## src/rtl/player2_link_rx.sv

```systemverilog
// player2_link_rx: synchronizes, deglitches and validates the six peer player-2 link lines.
//   Parameter: STABLE_CYCLES - identical samples needed before a new word commits (2..2^20).
//   Optional feature macro: PLAYER_LINK_ERR_CHECK_EN enables the score monotonicity checker.
//   Inputs : clk, rst (sync, active-high), player2_pause_raw, player2_reload_raw,
//            player2_score_raw[3:0] (all async), err_clr (sync, clears score_error).
//   Outputs: player2_pause (level), player2_reload (pulse on committed 0->1),
//            player2_score[3:0] (level), score_update (pulse on committed change),
//            score_error (sticky score fault).
module player2_link_rx #(
    parameter int STABLE_CYCLES = 65000
) (
    input  logic       clk,
    input  logic       rst,
    input  logic       player2_pause_raw,
    input  logic       player2_reload_raw,
    input  logic [3:0] player2_score_raw,
    input  logic       err_clr,
    output logic       player2_pause,
    output logic       player2_reload,
    output logic [3:0] player2_score,
    output logic       score_update,
    output logic       score_error
);
    localparam int CW = $clog2(STABLE_CYCLES);

    typedef enum logic {STABLE, SETTLE} state_t;

    state_t        state, state_n;
    logic [5:0]    sync_a, sync_w;
    logic [5:0]    cand, cand_n, comm, comm_n;
    logic [CW-1:0] cnt, cnt_n;
    logic          commit, reload_q, update_q;

    // word layout: {pause, reload, score[3:0]}
    always_ff @(posedge clk) begin
        if (rst) begin
            sync_a   <= '0;
            sync_w   <= '0;
            state    <= STABLE;
            cand     <= '0;
            cnt      <= '0;
            comm     <= '0;
            reload_q <= 1'b0;
            update_q <= 1'b0;
        end else begin
            sync_a   <= {player2_pause_raw, player2_reload_raw, player2_score_raw};
            sync_w   <= sync_a;
            state    <= state_n;
            cand     <= cand_n;
            cnt      <= cnt_n;
            comm     <= comm_n;
            reload_q <= commit & cand[4] & ~comm[4];
            update_q <= commit & (cand[3:0] != comm[3:0]);
        end
    end

    // any change of the synchronized word during SETTLE restarts the count,
    // so skewed multi-bit transitions only commit their final coherent value
    always_comb begin
        state_n = state;
        cand_n  = cand;
        cnt_n   = cnt;
        comm_n  = comm;
        commit  = 1'b0;
        if (state == STABLE) begin
            if (sync_w != comm) begin
                cand_n  = sync_w;
                cnt_n   = '0;
                state_n = SETTLE;
            end
        end else if (sync_w != cand) begin
            cand_n = sync_w;
            cnt_n  = '0;
        end else if (cnt == CW'(STABLE_CYCLES - 1)) begin
            commit  = 1'b1;
            comm_n  = cand;
            state_n = STABLE;
        end else begin
            cnt_n = cnt + 1'b1;
        end
    end

`ifdef PLAYER_LINK_ERR_CHECK_EN
    logic err_q;

    // a decrease to a nonzero score is a fault; dropping to zero is a legal reset
    always_ff @(posedge clk) begin
        if (rst)
            err_q <= 1'b0;
        else if (commit && cand[3:0] < comm[3:0] && cand[3:0] != 4'd0)
            err_q <= 1'b1;
        else if (err_clr)
            err_q <= 1'b0;
    end

    assign score_error = err_q;
`else
    logic unused_err_clr;

    assign unused_err_clr = err_clr;
    assign score_error    = 1'b0;
`endif

    assign player2_pause  = comm[5];
    assign player2_score  = comm[3:0];
    assign player2_reload = reload_q;
    assign score_update   = update_q;
endmodule

```

## config.mk

```make
export PLATFORM = sky130hd
export DESIGN_NAME = player2_link_rx
export DESIGN_NICKNAME = d
export VERILOG_FILES = /design/src/rtl/player2_link_rx.sv
export SDC_FILE = /design/constraint.sdc
export NUM_CORES = 1
export LEC_CHECK = 0
export BUFFER_PORTS_ARGS = -buffer_cell sky130_fd_sc_hd__clkbuf_2
export CAP_MARGIN = 5
export CORE_ASPECT_RATIO = 0.9
export CORE_MARGIN = 2
export CORE_UTILIZATION = 40
export CTS_BUF_LIST = sky130_fd_sc_hd__clkbuf_8
export DETAILED_ROUTE_END_ITERATION = 8
export MAX_ROUTING_LAYER = met4
export SYNTH_ARGS = -nofsm -noshare
export SYNTH_HDL_FRONTEND = slang
export SYNTH_SLANG_ARGS = --single-unit
```

## constraint.sdc

```tcl
create_clock -name clk -period 3 [get_ports clk]
set_input_delay 0.3 -clock clk [delete_from_list [all_inputs] [get_ports clk]]
set_output_delay 0.3 -clock clk [all_outputs]
set_load 0.01 [all_outputs]
```

* Yosys cells after proc, flatten, opt, wreduce, memory -nomap -nowiden *
Cells that the tools add are included.

word-level totals
  output and inout port bits = 8
  logic and storage cells = 38
  input bits = 9
  register bits after elaboration = 43

cells by class
  bitwise logic cells = 5
  mux-type cells = 14
  equal/unequal tests = 6
  reductions and logical operators = 4
  $add $sub $neg = 1

operator list
  cell                                                              number
  16-bit two-way mux                                                4
  6-bit two-way mux                                                 3
  16-bit by 1-bit adder with 16-bit output (second input constant)  1
  16-bit == test (second input constant)                            1
  6-bit != test                                                     2
  1-bit two-way mux                                                 7
  4-bit != test                                                     1
  2-bit AND reduction                                               2
  1-bit AND                                                         3
  3-bit != test (second input constant)                             1
  3-bit AND reduction                                               1
  2-bit by 1-bit != test with 1-bit output (second input constant)  1
  1-bit inverter                                                    2
  2-bit nonzero test                                                1

* Longest topological paths before layout *
  word-level depth = 6
  gate-level depth with buffers = 8
  gate-level depth less buffers = 6

* Worst setup path after synthesis *
OpenSTA, ideal clock, no wires.

  path kind = register to register
  start point = reg cnt[3]
  end point = reg comm[1]
  arrival time = 2094 ps
  cell stages (with the launch flop) = 9
  clock period less this slack = 2222 ps
  slack = 778 ps
  library setup time = 128 ps
  path buffers = 3
  required time = 2872 ps
  cell sequence = dfxtp_1 buf_6 or4b_1 or4_1 buf_2 nor3_4 buf_6 mux2i_1 nor2_1

between the ends
  cells in the longest elaborated chain, start to end = 2

ends and longest elaborated chain
  what                                  line  text
  start, declared                       31    logic [CW-1:0] cnt, cnt_n;
  start signal, assigned                50    cnt <= cnt_n;
  16-bit == test                        74    end else if (cnt == CW'(STABLE_CYCLES - 1)) begin
  3-bit AND reduction (no source line)  -
  end signal, assigned                  51    comm <= comm_n;
  end, declared                         30    logic [5:0] cand, cand_n, comm, comm_n;

No other way between the ends.
A chain may end at the register's enable or synchronous reset.

* Final worst setup path *
  start point = reg cnt[3]
  end point = reg comm[2]

The elaborated chain is that of the path after synthesis.

==> results.md <==
* Clock Sinks at 43
* PwrDens at 500 mW/mm^2
* Clock Skew at about 0.0045 ns
* Gate Count Post-Synth at 240
* Final wirelength at around 4500 um
* DR vias/cell at 5.39
* Net Sw Power at ~0.27 mW
* Metal2 WL at 1890 um
* CTS root buffer: clkbuf_8
* Internal power at 0.865 mW
* Syn. warnings at 0
* Initial core utilization at 41.9%
* Critical Path Slowest Stage Cell: or4_1
* Cell with the most instances after synthesis: dfxtp_1
* # setup viols final at 0
* Antenna violations before repair at 0
* Core Area at 0.00489 sq mm
* Port bufs at 14
* Clock slew at reported path FFs at 0.08 ns
* Worst path arrival time at 2.64 ns
* CP bufs+invs at 1
* Dpl hpwl at 3110 um
* Sequential area share after synthesis at 42.0%
* Drt first pass iters at 4
* Post-Syn Nets at 250
* Ant. Diodes at 0
* Async SR Flop Fraction at 0%
* Crit end category: flip-flop
* Post-route minimum period at 2.46 ns
* Sw frac at 24.0%
* Met3 wire length at 187 um
* Clock Tree Buf Depth at 2
* Vert. Die Dim at 71.9 um
* H-tree lvl count at 2
* Slew @ Worst Pin at 0.684 ns
* Cell Area, Synth at 0.00205 sq mm
* M1 WL at around 2400 um
* Number of library cell types mapped by synthesis at 40
* Post-synth top area share at a little over two fifths
* Layout area overhead at 10.9%
* Vias in the first global route at 1615
* Die area at 0.00572 sq mm
* Run status: finished, final reports clean
* Max_cap viols at 0
* Fillers at between 400 and 500
* Setup_tns at 0 ns
* Largest net degree at the start of global routing at 32
* Commonest cells post-synth: dfxtp_1 (43), nand2_1 (23), nand4_1 (15), nor2_1 (15), nand3_1 (14)
* Cts repair resizes at 0
* Cts hold-fix bufs at 0
* Top cell type by total area after synthesis: dfxtp_1
* Startpoint types: flip-flop
* Yosys reg bits at 43
* Combinational power share at 8.3%
* Worst path cell trace: or4b_1 > or4_1 > nor3_4 > buf_4 > mux2i_1 > nor2_1
* GPL Wtd Cong at 0.815
* Routed Antenna Nets at 0
* Max stage delay on crit path at 0.55 ns
* Clk_lat worst skew at 0.29 ns
* Total Routing Usage GR at around 18%
* CTS tree: done
* Top Layer Used: met4
* Rel. slew slack at about 54%
* CP Data Required Time at 3.18 ns
* Kind of cell adding the most delay to the critical path: simple AND/OR/NAND/NOR gates
* Grt ovf at 0
* Sequential Power Share at 52.1%
* Row count at 24
* Via count at about 1700
* Worst setup path class: flip-flop to flip-flop
* Pre-CTS WS at between 0.5 and 0.6 ns
* Tcrit/Tclk final at 82.1%
* Fmax at 406 MHz
* Top FF cell, synth: dfxtp_1
* Final worst slack at 0.537 ns
* Worst Hold Class: primary input to flip-flop
* Share of layout cells above drive strength 1 at between 10 and 15%
* Fin. max-slew vios at 0
* RSZ-0062 raised after global routing: no
* Leak at 0.808 nW
* VDD IR max at 0.307 mV
* Top cells by area, synth: dfxtp_1 (42%), nand4_1 (4.6%), xor2_1 (4.3%), nand2_1 (4.2%), nor2b_1 (4.0%)
* # DRC at 0
* Final hold vios at 0
* Share of total power in the clock network at 39.6%
* Routed len/inst at between 10 and 15 um
* CTS buffer count at 5
* Die width at roughly 79 um
* CP max FO at 10
* DR iter-0 viols at 176
* Synth Area per Inst at 8.54 sq um
* Post-CTS Setup Inserts at 0
* Final Net Count at 262
* EDFF count, synth at 0
* First-pass GRT wire length at 7700 um
* I/O pins at 17
## power by group through the flow
stage	logic (mW)	clock network [mW]	registers, mW
floorplan	0.0638	0	0.604
global placement	0.0937	0	0.606
detailed placement	0.0934	0	0.606
CTS	0.0940	0.464	0.593
global route	0.104	0.489	0.595
finish	0.0943	0.450	0.593
## worst reg2reg max path, delay by kind of cell, from the launching register on
family,cells,cell delay [ns]
buffers and inverters,1,0.25
and+or+nand+nor,4,1.50
muxes,1,0.19
DFF,1,0.41
## flip-flops by register name (all words and copies together), names as in the netlist
signal	count
cnt	16
state	1
sync_w	6
player2_reload	1
comm	6
score_update	1
sync_a	6
cand	6
## final cells by class
type / instances / area (sq um) / share of cell area [%]
Timing Repair Buffer: 22 / 130 / 5.72
Multi-Input combinational cell: 170 / 1050 / 46.2
Sequential cell: 43 / 861 / 37.9
Clock inverter: 3 / 43.8 / 1.93
Clock buffer: 5 / 68.8 / 3.03
Tap cell: 65 / 81.3 / 3.58
Inverter: 10 / 37.5 / 1.65
## path summary, 6_finish.rpt
kind         depth (start not counted)                 start  slack (ns)         to
max                                  6                cnt[3]        0.54    comm[2]
min                                  2  player2_score_raw[1]        0.21  sync_a[1]
max reg2reg                          6                cnt[3]        0.54    comm[2]
min reg2reg                          1             sync_a[2]        0.44  sync_w[2]
## layer usage
metal / GRT usage (%) / up-vias
li1: - / 876
met1: 26.0 / 791
met2: 22.8 / 42
met3: 3.98 / 6
met4: 7.28 / 0
met5: - / -
## metrics by stage
| stage | cell area [sq um] | util (%) | hold WS (ns) | total power, mW | instances |
|---|---|---|---|---|---|
| 2_1_floorplan | 2050 | - | 0.414 | 0.668 | 240 |
| 3_3_place_gp | 2160 | 44.1 | 0.415 | 0.700 | 310 |
| 3_5_place_dp | 2160 | 44.1 | 0.424 | 0.700 | 310 |
| 4_1_cts | 2270 | 46.4 | 0.206 | 1.15 | 318 |
| 5_1_grt | 2270 | 46.4 | 0.211 | 1.19 | 318 |
| 6_report | 2270 | 46.4 | 0.215 | 1.14 | 318 |
## cell usage in the layout, fill, tap and decap left out, types with 2 or more instances in the layout
cell type / count
nand4_1: 15
o221ai_1: 6
o21ai_0: 6
xnor2_1: 7
nor2_1: 15
or4_1: 3
clkbuf_8: 5
a21oi_1: 11
inv_1: 10
o211ai_1: 5
nor4_1: 8
buf_4: 8
clkbuf_2: 14
nand3_1: 14
dfxtp_1: 43
nor3_1: 5
mux2i_1: 7
nor2b_1: 13
nand2_1: 23
xor2_1: 10
o2111ai_1: 2
or3_1: 4
## logic make-up after synthesis
family          after synthesis  synth area share (%)
compound gates               37                  11.9
xor+xnor                     17                  7.26
fa+ha+maj                     1                 0.610
buf+inv                      27                  6.77
flops                        43                  42.0
mux                           7                  3.42
other cells                   1                 0.183
simple gates                107                  27.9
Note: power is estimated with default switching activity, not from simulation.
